==> config.mk <==
export PLATFORM = sky130hd
export DESIGN_NAME = mem_req_arbiter
export DESIGN_NICKNAME = d
export VERILOG_FILES = /design/src/rtl/mem_arb_pkg.sv /design/src/rtl/mem_arb_id_fifo.sv /design/src/rtl/mem_req_arbiter.sv
export SDC_FILE = /design/constraint.sdc
export NUM_CORES = 1
export LEC_CHECK = 0
export BUFFER_PORTS_ARGS = -buffer_cell sky130_fd_sc_hd__buf_2
export CAP_MARGIN = 25
export CORE_AREA = 2 2 84 86
export DETAILED_ROUTE_END_ITERATION = 12
export DIE_AREA = 0 0 86 88
export PLACE_DENSITY = 0.72
export SYNTH_ARGS = -nofsm -noshare
export SYNTH_HDL_FRONTEND = slang
export SYNTH_HIERARCHICAL = 1
export SYNTH_SLANG_ARGS = --single-unit
==> constraint.sdc <==
create_clock -name clk -period 2.26 [get_ports clk]
set_input_delay 0.565 -clock clk [delete_from_list [all_inputs] [get_ports clk]]
set_output_delay 0.565 -clock clk [all_outputs]
set_load 0.02 [all_outputs]
==> src/rtl/mem_arb_pkg.sv <==
// Shared types, limits and the arbitration helper for mem_req_arbiter.
package mem_arb_pkg;

    localparam int MEM_ARB_MAX_PORTS = 8;

    typedef logic [2:0] mem_arb_id_t;

    // First set bit of req at or after ptr, wrapping modulo 8. Bits at or
    // above the real port count are always zero, so this equals a search
    // modulo N_PORTS. Returns 0 when req is empty.
    function automatic mem_arb_id_t rr_pick(input logic [MEM_ARB_MAX_PORTS-1:0] req,
                                            input mem_arb_id_t                  ptr);
        mem_arb_id_t pick;
        mem_arb_id_t idx;
        pick = '0;
        for (int k = MEM_ARB_MAX_PORTS - 1; k >= 0; k--) begin
            idx = ptr + mem_arb_id_t'(k);
            if (req[idx]) pick = idx;
        end
        return pick;
    endfunction

endpackage

==> src/rtl/mem_arb_id_fifo.sv <==
// In-order FIFO holding the port ID of every accepted request until its
// response comes back. Pointers wrap modulo DEPTH, so any DEPTH >= 1 works.
module mem_arb_id_fifo #(
    parameter int WIDTH = 1,
    parameter int DEPTH = 2
) (
    input  logic             clk,
    input  logic             rst,
    input  logic             push,
    input  logic             pop,
    input  logic [WIDTH-1:0] din,
    output logic [WIDTH-1:0] dout,
    output logic             full,
    output logic             empty
);

    localparam int PTR_W = (DEPTH > 1) ? $clog2(DEPTH) : 1;
    localparam int CNT_W = $clog2(DEPTH) + 1;

    logic [WIDTH-1:0] mem_q [DEPTH];
    logic [WIDTH-1:0] mem_d [DEPTH];
    logic [PTR_W-1:0] wr_ptr_q, wr_ptr_d;
    logic [PTR_W-1:0] rd_ptr_q, rd_ptr_d;
    logic [CNT_W-1:0] count_q, count_d;
    logic             do_push, do_pop;

    function automatic logic [PTR_W-1:0] wrap_inc(input logic [PTR_W-1:0] p);
        return (p == PTR_W'(DEPTH - 1)) ? '0 : p + PTR_W'(1);
    endfunction

    assign full    = (count_q == CNT_W'(DEPTH));
    assign empty   = (count_q == '0);
    assign do_push = push & ~full;
    assign do_pop  = pop & ~empty;
    assign dout    = mem_q[rd_ptr_q];

    always_comb begin
        mem_d    = mem_q;
        wr_ptr_d = wr_ptr_q;
        rd_ptr_d = rd_ptr_q;
        count_d  = count_q;
        if (do_push) begin
            mem_d[wr_ptr_q] = din;
            wr_ptr_d        = wrap_inc(wr_ptr_q);
        end
        if (do_pop) begin
            rd_ptr_d = wrap_inc(rd_ptr_q);
        end
        // Simultaneous push and pop leave the occupancy unchanged.
        case ({do_push, do_pop})
            2'b10:   count_d = count_q + CNT_W'(1);
            2'b01:   count_d = count_q - CNT_W'(1);
            default: count_d = count_q;
        endcase
    end

    always_ff @(posedge clk) begin
        mem_q <= mem_d;
        if (rst) begin
            wr_ptr_q <= '0;
            rd_ptr_q <= '0;
            count_q  <= '0;
        end else begin
            wr_ptr_q <= wr_ptr_d;
            rd_ptr_q <= rd_ptr_d;
            count_q  <= count_d;
        end
    end

endmodule

==> src/rtl/mem_req_arbiter.sv <==
// Shares one req/gnt/r_valid memory port between N_PORTS requesters and
// routes responses back in order. Define MEM_ARB_RR_EN for round-robin;
// otherwise fixed priority with the lowest index winning.
module mem_req_arbiter
    import mem_arb_pkg::*;
#(
    parameter int N_PORTS         = 2,
    parameter int ADDR_WIDTH      = 10,
    parameter int DATA_WIDTH      = 32,
    parameter int BE_WIDTH        = DATA_WIDTH / 8,
    parameter int MAX_OUTSTANDING = 2
) (
    input  logic                           clk,
    input  logic                           rst,
    input  logic [N_PORTS-1:0]             s_req_i,
    input  logic [N_PORTS*ADDR_WIDTH-1:0]  s_add_i,
    input  logic [N_PORTS-1:0]             s_wen_i,
    input  logic [N_PORTS*DATA_WIDTH-1:0]  s_wdata_i,
    input  logic [N_PORTS*BE_WIDTH-1:0]    s_be_i,
    output logic [N_PORTS-1:0]             s_gnt_o,
    output logic [N_PORTS-1:0]             s_r_valid_o,
    output logic [DATA_WIDTH-1:0]          s_r_rdata_o,
    output logic                           m_req_o,
    output logic [ADDR_WIDTH-1:0]          m_add_o,
    output logic                           m_wen_o,
    output logic [DATA_WIDTH-1:0]          m_wdata_o,
    output logic [BE_WIDTH-1:0]            m_be_o,
    input  logic                           m_gnt_i,
    input  logic                           m_r_valid_i,
    input  logic [DATA_WIDTH-1:0]          m_r_rdata_i,
    output logic                           err_o
);

    localparam int ID_W = $clog2(N_PORTS);

    logic [MEM_ARB_MAX_PORTS-1:0] elig;
    mem_arb_id_t                  ptr, sel;
    logic                         any_elig, handshake, pop;
    logic                         fifo_full, fifo_empty;
    logic [ID_W-1:0]              head;
    logic                         err_q, err_d;

    // Eligibility looks only at the registered FIFO state; a pop this cycle
    // does not free a slot until the next one.
    always_comb begin
        elig              = '0;
        elig[N_PORTS-1:0] = s_req_i & {N_PORTS{~fifo_full}};
    end

    assign sel       = rr_pick(elig, ptr);
    assign any_elig  = |elig;
    assign handshake = any_elig & m_gnt_i;
    assign pop       = m_r_valid_i & ~fifo_empty;

    always_comb begin
        m_req_o   = any_elig;
        m_add_o   = '0;
        m_wen_o   = 1'b0;
        m_wdata_o = '0;
        m_be_o    = '0;
        if (any_elig) begin
            m_add_o   = s_add_i[int'(sel)*ADDR_WIDTH +: ADDR_WIDTH];
            m_wen_o   = s_wen_i[int'(sel)];
            m_wdata_o = s_wdata_i[int'(sel)*DATA_WIDTH +: DATA_WIDTH];
            m_be_o    = s_be_i[int'(sel)*BE_WIDTH +: BE_WIDTH];
        end
    end

    always_comb begin
        s_gnt_o     = '0;
        s_r_valid_o = '0;
        for (int i = 0; i < N_PORTS; i++) begin
            s_gnt_o[i]     = handshake & (sel == mem_arb_id_t'(i));
            s_r_valid_o[i] = pop & (head == ID_W'(i));
        end
    end

    assign s_r_rdata_o = m_r_rdata_i;

    mem_arb_id_fifo #(
        .WIDTH (ID_W),
        .DEPTH (MAX_OUTSTANDING)
    ) u_id_fifo (
        .clk   (clk),
        .rst   (rst),
        .push  (handshake),
        .pop   (pop),
        .din   (sel[ID_W-1:0]),
        .dout  (head),
        .full  (fifo_full),
        .empty (fifo_empty)
    );

`ifdef MEM_ARB_RR_EN
    // ptr_q holds the port where the next search starts.
    mem_arb_id_t ptr_q, ptr_d;

    always_comb begin
        ptr_d = ptr_q;
        if (handshake) begin
            ptr_d = (sel == mem_arb_id_t'(N_PORTS - 1)) ? '0 : sel + mem_arb_id_t'(1);
        end
    end

    always_ff @(posedge clk) begin
        if (rst) ptr_q <= '0;
        else     ptr_q <= ptr_d;
    end

    assign ptr = ptr_q;
`else
    assign ptr = '0;
`endif

    assign err_d = err_q | (m_r_valid_i & fifo_empty);
    assign err_o = err_q;

    always_ff @(posedge clk) begin
        if (rst) err_q <= 1'b0;
        else     err_q <= err_d;
    end

endmodule

==> metrics.log, run 1 <==
INFO  metric result_of_the_run = finished clean
INFO  metric timing.max_slew.rel_slack = 80.4%
INFO  metric global_route.usage.total = 11.9%
INFO  metric path_max_fanout = 40
INFO  metric cts_resized = 0
INFO  metric postSynth.topFlopCell = sky130_fd_sc_hd__dfxtp_1
INFO  metric p_sw_share = 46.6%
INFO  metric timing.critical_path.arrival = 1.44 ns
INFO  metric static-leakage-power = 1.18 nW
INFO  metric tritoncts = yes
INFO  metric clock_sink_count = 7
INFO  metric synth.yosys.seq_area_share = 9.79%
INFO  metric post-synth-top-area-cell = sky130_fd_sc_hd__nand3b_1
INFO  metric place_ws = 0.207 ns
INFO  metric first_iter_violations = 66
INFO  metric crit_path_cell_chain = buf_2 -> buf_12 -> nand3b_2 -> a21oi_2 -> buf_2
INFO  metric post-route-worst-setup-slack = 0.250 ns
INFO  metric drt_drc_violations_left = 0
INFO  metric grt_max_degree = 41
INFO  metric mappedNetlistNets = 369
INFO  metric post_dp_cell_area = 2170 sq um
INFO  metric detail_route.wl_per_cell = 11.8 um
INFO  metric clockPowerShare = 16.7%
INFO  metric r2r_setup_slack = 0.27 ns
INFO  metric pwr_density_cell = 473 nW/um^2
INFO  metric fmaxAchievable = 0.498 GHz
INFO  metric unique_cell_type_count_in_the_yosys_netlist = 30
INFO  metric wirelength = 5020 um
INFO  metric critical-path-max-stage-delay = 0.21 ns
INFO  metric viasPerCell = 4.50
INFO  metric worst_setup_path_startpoint = s_req_i[0]
INFO  metric max_slew.worst_pin.slew = 0.294 ns
INFO  metric yosys.area.top_type_share = 17.0%
INFO  metric area.growth.synth_to_final = 35.1%
INFO  metric power.share.combinational = 66.6%
INFO  metric die_area = 7570 sq um
INFO  metric die_height = 88 um
INFO  metric timing.critical_path.to_type = primary output
INFO  metric synth_common_cells = 48 x sky130_fd_sc_hd__nand2_1, 40 x sky130_fd_sc_hd__a21oi_1, 37 x sky130_fd_sc_hd__nand3b_1, 33 x sky130_fd_sc_hd__buf_4
INFO  metric grt_pass1_vias = 1645
INFO  metric final_period_demand_of_the_worst_path = 2.01 ns
INFO  metric cp_slowest_cell = sky130_fd_sc_hd__nand3b_2
INFO  metric worstHoldStart = err_o
INFO  metric netlist_top_cells_area = sky130_fd_sc_hd__nand3b_1 17%, sky130_fd_sc_hd__buf_4 15%, sky130_fd_sc_hd__a21oi_1 12%
INFO  metric placement_rows = 30
INFO  metric h-tree-depth = 1
INFO  metric initial_core_util = 24.6%
INFO  metric final_area = 2210 sq um
INFO  metric worst_ir_drop_vdd = 185 uV
INFO  metric period_share = 88.9%
INFO  metric grt_first_pass_wirelength = 7430 um
INFO  metric synth.most_common_cell = sky130_fd_sc_hd__nand2_1
INFO  metric grt_overflow = 0
INFO  metric final_layout_size_suffix_gt1_share = 53.5%
INFO  metric pin_count = 217
INFO  metric critical_path.most_common_cell = sky130_fd_sc_hd__buf_2
INFO  metric numCtsBuffers = 3
INFO  metric worst_skew_late_latency = 0.23 ns
INFO  metric final_core_util = 33.3%
INFO  metric power_switching = 0.000488 W
INFO  metric clockRootBuffer = sky130_fd_sc_hd__clkbuf_8
INFO  metric antenna_violation_net_count_after_detailed_routing = 0
INFO  metric number_of_hold_violations_in_the_final_report = 0
INFO  metric internal_power = 0.000558 W
INFO  metric synth_area = 1640 sq um
INFO  metric clk_pin_slew_worst_paths = 0.04 ns
INFO  metric antenna_cells_inserted = 0
INFO  metric placeableCoreArea = 6640 sq um
INFO  metric final-setup-viol-count = 0
INFO  metric crit_buf_inv = 3
INFO  metric r2r-start = u_id_fifo/count_q[0]
INFO  metric route.vias.total = 1916
INFO  metric synthesis.yosys.warnings = 6
INFO  metric critPathRequiredTime = 1.69 ns
INFO  metric edff_count_synth = 2
INFO  metric asyncSetResetFlopFracSynth = 0%
INFO  metric routabilityCongestion = 0.669
INFO  metric timing_max_transition_violations_final = 0
INFO  metric drv_cap = 0
INFO  metric startpoint_type = primary input
INFO  metric clock-skew-final = 0.00106 ns
INFO  metric cts.hold.buffers_added = 0
INFO  metric post_cts.repair.setup_buffers = 0
INFO  metric grt_antenna_before_repair = 0
INFO  metric synthCells = 236
INFO  metric dr.pass1.iters = 4
INFO  metric grt_setup_unrepaired = no
INFO  metric crit_family = buffers and inverters
INFO  metric detailed_place_hpwl = 4060 um
INFO  metric min_path_type = register to register
INFO  metric clock_path_buffers = 2
INFO  metric portbufs = 152
INFO  metric timing.setup.tns = 0 ns
INFO  metric final_net_count = 480
INFO  metric die_w = 86 um
INFO  metric synthesis.area_per_instance = 6.93 sq um
INFO  metric critPathKind = primary input to primary output
INFO  metric ys_seq_elements = 7
INFO  metric p_seq_share = 16.7%
-- power by group through the flow --
stage               clock [W]  sequential [W]  combinational (W)
floorplan                   0        0.000176           0.000549
global placement            0        0.000175           0.000691
detailed placement          0        0.000176           0.000700
CTS                  0.000181        0.000175           0.000702
global route         0.000192        0.000178           0.000766
finish               0.000175        0.000174           0.000697
-- sequential cells by signal, indices dropped and copies added, names as in the netlist --
register	flops
u_id_fifo/count_q	2
u_id_fifo/mem_q	2
err_o	1
u_id_fifo/rd_ptr_q	1
u_id_fifo/wr_ptr_q	1
-- layout by cell type (no fill, tap or decap), types with 4 or more instances in the layout --
master	count
sky130_fd_sc_hd__a21oi_1	40
sky130_fd_sc_hd__a21oi_2	10
sky130_fd_sc_hd__buf_2	152
sky130_fd_sc_hd__buf_4	4
sky130_fd_sc_hd__dfxtp_1	5
sky130_fd_sc_hd__nand2_1	48
sky130_fd_sc_hd__nand3b_1	37
sky130_fd_sc_hd__nand3b_2	8
sky130_fd_sc_hd__nor2_1	10
-- layer usage --
layer	up-vias	part of all wire (%)	routed length [um]	GRT usage (%)
li1	978	-	-	-
met4	0	1.6	80	5.63
met5	-	0	0	0
met3	8	8.3	417	1.13
met2	99	48	2430	20.4
met1	831	42	2090	14.9
-- path summary, 6_finish.rpt --
| kind | depth (start not counted) | end |
|---|---|---|
| min | 2 | err_o |
| min reg2reg | 2 | err_o |
| max reg2reg | 8 | u_id_fifo/count_q[1] |
| max | 5 | m_wdata_o[22] |
-- cell type report --
| cell class | count | area [sq um] |
|---|---|---|
| fillers | 721 | 4430 |
| multi-input cells | 172 | 1040 |
| repair buffers | 159 | 851 |
| flip-flops and latches | 7 | 160 |
| well taps | 80 | 100 |
| clock buffers | 4 | 45.0 |
| inverters | 4 | 15.0 |
-- stage by stage --
step                      cells  total power (W)  hold slack (ns)
final                       426          0.00105            0.462
after global routing        426          0.00114            0.470
after CTS                   426          0.00106            0.460
after detailed placement    422         0.000877            0.449
after global placement      422         0.000866            0.444
after floorplan             236         0.000725            0.452
-- tightest hold or removal path, stage by stage, from the launching register on --
cell and delay, ns:
sky130_fd_sc_hd__dfxtp_1 0.31, sky130_fd_sc_hd__a21oi_1 0.05, sky130_fd_sc_hd__nor2_1 0.07
-- cells by family after synthesis --
kind of cell	share of synthesized area, %
simple gates	41.8
buf+inv	26.7
compound gates	18.7
flops	9.79
xor+xnor	1.61
mux	0.688
fa+ha+maj	0.764
No activity file was read; power rests on OpenSTA's default activity.
==> run 2, diff against run 1 <==
ABC_AREA = 1   (was default)
PLACE_DENSITY = 0.73   (was 0.72)
==> run 2 against run 1 <==
Net effect: the run now ends with design-rule violations left; maximum frequency down 5.4%; non-clock buffer count up 2; core utilization up 2.7 points; cell count up 27%; critical path depth up 3; synthesized area up 4.1%; synthesized cell count up 47%; global-route usage up 0.35 points; first-iteration DRC count down 30%; combinational power up 6.2%; register-to-register slack worse by 0.02 ns; cell area up 8.0%; largest power group unchanged.
==> metrics.log, run 2 <==
INFO  metric final_layout_size_suffix_gt1_share = 38.0% (-15 points)
INFO  metric grt_first_pass_wirelength = 7840 um (+5.5%)
INFO  metric fmaxAchievable = 0.471 GHz (-5.4%)
INFO  metric place_ws = 0.106 ns (-0.101 ns)
INFO  metric grt_pass1_vias = 1964 (+19%)
INFO  metric timing.setup.tns = 0 ns (unchanged)
INFO  metric post-route-worst-setup-slack = 0.135 ns (-0.115 ns)
INFO  metric timing.critical_path.arrival = 1.56 ns (+0.12 ns)
INFO  metric post-synth-top-area-cell = sky130_fd_sc_hd__nor2_1
INFO  metric cp_num_cells = 8 (+3)
INFO  metric clock_sink_count = 7 (unchanged)
INFO  metric postSynth.topFlopCell = sky130_fd_sc_hd__dfxtp_1
INFO  metric detail_route.wirelength.met1 = 2260 um (+8.0%)
INFO  metric critPathRequiredTime = 1.69 ns (about the same)
INFO  metric yosys.area.top_type_share = 23.3% (+6.4 points)
INFO  metric netlist_top_cells_area = sky130_fd_sc_hd__nor2_1 23%, sky130_fd_sc_hd__buf_4 16%, sky130_fd_sc_hd__nand3_1 14%
INFO  metric portbufs = 152 (unchanged)
INFO  metric viasPerCell = 4.30 (-4.4%)
INFO  metric clock-skew-final = 0.000479 ns (-0.000585 ns)
INFO  metric synth.most_common_cell = sky130_fd_sc_hd__nor2_1
INFO  metric mostFrequentLayoutCells = 152 x sky130_fd_sc_hd__buf_2, 106 x sky130_fd_sc_hd__nor2_1, 60 x sky130_fd_sc_hd__inv_1
INFO  metric final_area = 2390 sq um (+8.0%)
INFO  metric violations = design-rule violations
INFO  metric cts.hold.buffers_added = 0 (unchanged)
INFO  metric asyncSetResetFlopFracSynth = 0% (unchanged)
INFO  metric grt_antenna_before_repair = 0 (unchanged)
INFO  metric synth_area = 1700 sq um (+4.1%)
INFO  metric routabilityCongestion = 0.723 (+8.1%)
INFO  metric post_dp_cell_area = 2310 sq um (+6.8%)
INFO  metric crit_buf_inv = 4 (+1)
INFO  metric final_period_demand_of_the_worst_path = 2.12 ns (+0.115 ns)
INFO  metric synth.yosys.seq_area_share = 9.40% (-0.39 points)
INFO  metric global_route.usage.total = 12.2% (+0.35 points)
INFO  metric detailed_place_hpwl = 4200 um (+3.2%)
INFO  metric wirelength = 5330 um (+6.2%)
INFO  metric edff_count_synth = 2 (unchanged)
INFO  metric clk_pin_slew_worst_paths = 0.04 ns (about the same)
INFO  metric unique_cell_type_count_in_the_yosys_netlist = 23 (-23%)
INFO  metric critPathKind = register to primary output
INFO  metric mappedNetlistNets = 480 (+30%)
INFO  metric pin_count = 217 (unchanged)
INFO  metric critical-path-max-stage-delay = 0.39 ns (+0.18 ns)
INFO  metric largestRegisters = u_id_fifo/count_q x2, u_id_fifo/mem_q x2
INFO  metric area.growth.synth_to_final = 40.2%
INFO  metric hold_path_depth = 2 (unchanged)
INFO  metric period_share = 94.0% (+5.1 points)
INFO  metric grt_overflow = 0 (unchanged)
INFO  metric synthesis.yosys.warnings = 6 (unchanged)
INFO  metric final-setup-viol-count = 0 (unchanged)
INFO  metric die_w = 86 um (unchanged)
INFO  metric tritoncts = yes
INFO  metric crit_path_cell_chain = inv_2 -> nor2_4 -> inv_2 -> nand3_2 -> buf_12 -> nor2_1 -> nor2_1 -> buf_2
INFO  metric detailroute.wirelength.met2 = 2680 um (+11%)
INFO  metric pwr_density_cell = 447 nW/um^2 (-5.4%)
INFO  metric worst_ir_drop_vdd = 155 uV (-16%)
INFO  metric drv_cap = 0 (unchanged)
INFO  metric timing.max_slew.rel_slack = 82.7% (+2.3 points)
INFO  metric dr.pass1.iters = 8 (+4)
INFO  metric final_net_count = 594 (+24%)
INFO  metric crit_family = buffers and inverters
INFO  metric startpoint_type = register
INFO  metric uppermost_routed_layer = met4
INFO  metric placeableCoreArea = 6640 sq um (unchanged)
INFO  metric layout_commonest_cell = sky130_fd_sc_hd__buf_2
INFO  metric initial_core_util = 25.6% (+1.0 points)
INFO  metric synthesis.area_per_instance = 4.91 sq um (-29%)
INFO  metric cp_slowest_cell = sky130_fd_sc_hd__dfxtp_1
INFO  metric path_max_fanout = 22 (-45%)
INFO  metric ys_seq_elements = 7 (unchanged)
INFO  metric synthCells = 347 (+47%)
INFO  metric placement_rows = 30 (unchanged)
INFO  metric grt_max_degree = 47 (+15%)
INFO  metric antenna_cells_inserted = 0 (unchanged)
INFO  metric detail_route.wl_per_cell = 9.86 um (-16%)
INFO  metric numCtsBuffers = 3 (unchanged)
INFO  metric clock_path_buffers = 2 (unchanged)
INFO  metric die_height = 88 um (unchanged)
INFO  metric post_cts.repair.setup_buffers = 0 (unchanged)
INFO  metric worst_skew_late_latency = 0.22 ns (about the same)
INFO  metric clockRootBuffer = sky130_fd_sc_hd__clkbuf_8
INFO  metric met3WireLength = 350 um (-16%)
INFO  metric synth_common_cells = 106 x sky130_fd_sc_hd__nor2_1, 60 x sky130_fd_sc_hd__inv_1, 56 x sky130_fd_sc_hd__nand2_1, 48 x sky130_fd_sc_hd__nand3_1, 36 x sky130_fd_sc_hd__buf_4
INFO  metric max_slew.worst_pin.slew = 0.259 ns (-0.0354 ns)
INFO  metric number_of_hold_violations_in_the_final_report = 0 (unchanged)
INFO  metric total_power = 0.00107 W (+2.2%)
INFO  metric route.vias.total = 2322 (+21%)
INFO  metric timing.critical_path.to_type = primary output
INFO  metric result_of_the_run = finished with violations
INFO  metric h-tree-depth = 1 (unchanged)
INFO  metric grt_setup_unrepaired = no
INFO  metric antenna_violation_net_count_after_detailed_routing = 0 (unchanged)
INFO  metric min_path_type = register to register
INFO  metric worst_r2r_path_depth = 15 (+7)
INFO  metric drt_drc_violations_left = 1 (+1)
INFO  metric first_iter_violations = 46 (-30%)
INFO  metric die_area = 7570 sq um (unchanged)
INFO  metric static-leakage-power = 1.63 nW (+37%)
INFO  metric timing_max_transition_violations_final = 0 (unchanged)
[run 2: cell count changes after synthesis, moves of 3 or more]
cell / change
sky130_fd_sc_hd__a21oi_1: -38
sky130_fd_sc_hd__a21oi_2: -10
sky130_fd_sc_hd__buf_2: +4
sky130_fd_sc_hd__buf_4: +3
sky130_fd_sc_hd__buf_6: -9
sky130_fd_sc_hd__inv_1: +57
sky130_fd_sc_hd__nand2_1: +8
sky130_fd_sc_hd__nand3_1: +48
sky130_fd_sc_hd__nand3b_1: -37
sky130_fd_sc_hd__nand3b_2: -8
sky130_fd_sc_hd__nor2_1: +96
sky130_fd_sc_hd__nor2_2: +4
[run 2: metal layers]
layer,track usage [%],vias to the layer above
li1,-,1213
met1,13.7,1009
met2,23.8,92
met3,1.79,8
met4,3.17,0
met5,0,-
[run 2: cells by family (layout without fill, tap and decap cells)]
logic type      Yosys count  count (layout)  share of synthesized area, %
compound gates            3               3                         0.881
mux                       1               1                         0.661
simple gates            220             220                          54.0
flops                     7               7                          9.40
buf+inv                 115             228                          34.4
fa+ha+maj                 1               1                         0.734
[run 2: area by class of cell]
cell class | instances | area [sq um]
Clock buffer | 4 | 45.0
Inverter | 63 | 236
Tap cell | 80 | 100
Sequential cell | 7 | 160
Fill cell | 760 | 4260
Timing Repair Buffer | 161 | 883
Multi-Input combinational cell | 225 | 963
[run 2: through the flow]
step	std cells	hold WS, ns	util (%)
2_1_floorplan	347	0.483	-
3_3_place_gp	535	0.445	34.8
3_5_place_dp	535	0.451	34.8
4_1_cts	539	0.462	35.5
5_1_grt	540	0.501	36.0
6_report	540	0.454	36.0
[run 2: final timing paths]
kind                                           start                    to  slack, ns
worst min-delay path                           err_o                 err_o       0.45
worst max-delay path            u_id_fifo/count_q[1]            m_add_o[3]       0.14
worst max register to register  u_id_fifo/count_q[1]  u_id_fifo/count_q[1]       0.25
worst min register to register                 err_o                 err_o       0.45
[run 2: power breakdown]
group          internal, W  switching [W]  leakage [nW]
Combinational     0.000290       0.000449          1.54
Sequential        0.000145      0.0000107        0.0602
Clock             0.000122      0.0000515        0.0228
Total             0.000557       0.000512          1.63
[run 2: what timing repair did]
| action | 4_1_cts | 5_1_grt |
|---|---|---|
| endpoints found under the setup margin | 0 | 14 |
| gates resized for setup | 0 | 1 |
| hold endpoints to repair | 0 | 0 |
[run 2: tightest hold or removal path, cell delays in order (launching register included)]
cell	delay, ns
sky130_fd_sc_hd__dfxtp_1	0.31
sky130_fd_sc_hd__a21oi_1	0.04
sky130_fd_sc_hd__nor2_1	0.07
==> run 3, diff against run 2 <==
SETUP_SLACK_MARGIN = 0.15   (was default)
clock period = 2.15 ns   (was 2.26 ns; I/O delays follow)
==> run 3 against run 2 <==
Net effect: the flow still finishes with violations (design-rule violations); clock power grew 8%; clock skew increased by 0.0036 ns; die area stayed put; flip-flop and latch count did not move; sequential power increased by 5%; combinational power rose by 20%; routed wire length up 9.6%; critical endpoint is now s_gnt_o[0]; largest power group unchanged; highest routed layer unchanged.
==> metrics.log, run 3 (synthesis results as in run 2) <==
INFO  metric place_ws = 0.0642 ns (-0.0419 ns)
INFO  metric antenna_violation_net_count_after_detailed_routing = 0 (unchanged)
INFO  metric die_w = 86 um (unchanged)
INFO  metric fmaxAchievable = 0.506 GHz
INFO  metric area.growth.synth_to_final = 61.2%
INFO  metric drt_drc_violations_left = 1 (unchanged)
INFO  metric final-setup-viol-count = 0 (unchanged)
INFO  metric clock_sink_count = 7 (unchanged)
INFO  metric timing.critical_path.to_type = primary output
INFO  metric portbufs = 152 (unchanged)
INFO  metric h-tree-depth = 1 (unchanged)
INFO  metric timing_max_transition_violations_final = 0 (unchanged)
INFO  metric numCtsBuffers = 3 (unchanged)
INFO  metric grt_pass1_vias = 1959 (-0.25%)
INFO  metric result_of_the_run = finished with violations
INFO  metric worst_skew_late_latency = 0.23 ns (about the same)
INFO  metric static-leakage-power = 1.77 nW (+8.8%)
INFO  metric grt_max_degree = 48 (+2.1%)
INFO  metric antenna_cells_inserted = 0 (unchanged)
INFO  metric pwr_density_cell = 452 nW/um^2 (+0.92%)
INFO  metric max_slew.worst_pin.slew = 0.316 ns (+0.0567 ns)
INFO  metric die_height = 88 um (unchanged)
INFO  metric pin_count = 217 (unchanged)
INFO  metric total_power = 0.00124 W (+16%)
INFO  metric period_share = 92.0%
INFO  metric clock_path_buffers = 2 (unchanged)
INFO  metric grt_setup_unrepaired = yes
INFO  metric timing.setup.tns = 0 ns (unchanged)
INFO  metric critPathRequiredTime = 1.61 ns (-0.08 ns)
INFO  metric startpoint_type = register
INFO  metric layout_commonest_cell = sky130_fd_sc_hd__buf_2
INFO  metric path_max_fanout = 6 (-73%)
INFO  metric timing.max_slew.rel_slack = 79.0% (-3.8 points)
INFO  metric multi_input_area = 1040 sq um (+8.3%)
INFO  metric die_area = 7570 sq um (unchanged)
INFO  metric grt_first_pass_wirelength = 7830 um (about the same)
INFO  metric fillers = 693 (-8.8%)
INFO  metric global_route.usage.total = 12.0% (-0.17 points)
INFO  metric mostFrequentLayoutCells = 134 x sky130_fd_sc_hd__buf_2, 91 x sky130_fd_sc_hd__nor2_1, 59 x sky130_fd_sc_hd__inv_1
INFO  metric clk_pin_slew_worst_paths = 0.04 ns (about the same)
INFO  metric final_period_demand_of_the_worst_path = 1.98 ns
INFO  metric routabilityCongestion = 0.778 (+7.6%)
INFO  metric clock-skew-final = 0.00411 ns (+0.00363 ns)
INFO  metric hold_path_depth = 2 (unchanged)
INFO  metric route.vias.total = 2367 (+1.9%)
INFO  metric timing.critical_path.arrival = 1.44 ns (-0.12 ns)
INFO  metric post-route-worst-setup-slack = 0.173 ns (+0.0378 ns)
INFO  metric placement_rows = 30 (unchanged)
INFO  metric placeableCoreArea = 6640 sq um (unchanged)
INFO  metric worst_r2r_path_depth = 15 (unchanged)
INFO  metric final_net_count = 607 (+2.2%)
INFO  metric violations = design-rule violations
INFO  metric r2r_setup_slack = 0.24 ns (about the same)
INFO  metric largestRegisters = u_id_fifo/count_q x2, u_id_fifo/mem_q x2
INFO  metric worst_ir_drop_vdd = 211 uV (+36%)
INFO  metric min_path_type = register to register
INFO  metric grt_overflow = 0 (unchanged)
INFO  metric drv_cap = 0 (unchanged)
INFO  metric initial_core_util = 25.6% (unchanged)
INFO  metric grt_antenna_before_repair = 0 (unchanged)
INFO  metric tritoncts = yes
INFO  metric dr.pass1.iters = 8 (unchanged)
INFO  metric viasPerCell = 4.28 (-0.46%)
INFO  metric first_iter_violations = 60 (+30%)
INFO  metric number_of_hold_violations_in_the_final_report = 0 (unchanged)
INFO  metric wirelength = 5840 um (+9.6%)
INFO  metric final_layout_size_suffix_gt1_share = 43.6% (+5.5 points)
INFO  metric sequential_cell_area = 165 sq um (+3.1%)
INFO  metric clockRootBuffer = sky130_fd_sc_hd__clkbuf_8
INFO  metric cts.hold.buffers_added = 0 (unchanged)
INFO  metric detailed_place_hpwl = 4150 um (-1.2%)
INFO  metric finalHoldWorstSlack = 0.464 ns (+0.00971 ns)
INFO  metric detail_route.wl_per_cell = 10.6 um (+7.1%)
INFO  metric critPathKind = register to primary output
run 3: timing repair:
action	in CTS	in global routing
setup endpoints to repair	46	51
setup buffers	1	6
gates cloned	0	6
pin swaps	0	3
gates resized for setup	22	39
hold endpoints to repair	0	0
run 3: path summary, 6_finish.rpt:
path | from | end
worst max register to register | u_id_fifo/count_q[1] | u_id_fifo/count_q[1]
worst min-delay path | err_o | err_o
worst max-delay path | u_id_fifo/count_q[1] | s_gnt_o[0]
worst min register to register | err_o | err_o
run 3: power breakdown:
| part | leakage, nW | switching [W] | total, W | internal, W |
|---|---|---|---|---|
| registers | 0.0612 | 0.0000105 | 0.000164 | 0.000154 |
| clock network | 0.0228 | 0.0000584 | 0.000187 | 0.000128 |
| logic | 1.69 | 0.000506 | 0.000890 | 0.000384 |
run 3: layer usage:
| layer | share of wire (%) | GRT usage [%] |
|---|---|---|
| met1 | 43 | 14.0 |
| met3 | 7.5 | 2.45 |
| met4 | 0.29 | 1.88 |
| met2 | 49 | 23.0 |
| met5 | 0 | 0 |
run 3: per-stage QoR:
stage | area [sq um] | std cells | utilization [%]
detailed placement | 2310 | 536 | 34.7
floorplan | 1700 | 347 | -
global placement | 2310 | 536 | 34.7
finish | 2750 | 553 | 41.4
CTS | 2440 | 541 | 36.7
global route | 2750 | 553 | 41.4
run 3: cell type report:
cell class	instances	area share (%)
Timing Repair Buffer	174	41.8
Multi-Input combinational cell	225	38.0
Tap cell	80	3.64
Sequential cell	7	6.01
Clock buffer	4	1.64
Inverter	63	8.88
run 3: worst max-delay path, cell delays in order, from the launching register on:
cell,delay [ns]
sky130_fd_sc_hd__dfxtp_4,0.35
sky130_fd_sc_hd__inv_4,0.03
sky130_fd_sc_hd__nor2_4,0.10
sky130_fd_sc_hd__inv_4,0.07
sky130_fd_sc_hd__nand3_4,0.13
sky130_fd_sc_hd__buf_4,0.18
sky130_fd_sc_hd__inv_1,0.07
sky130_fd_sc_hd__nor2_1,0.12
sky130_fd_sc_hd__buf_4,0.16
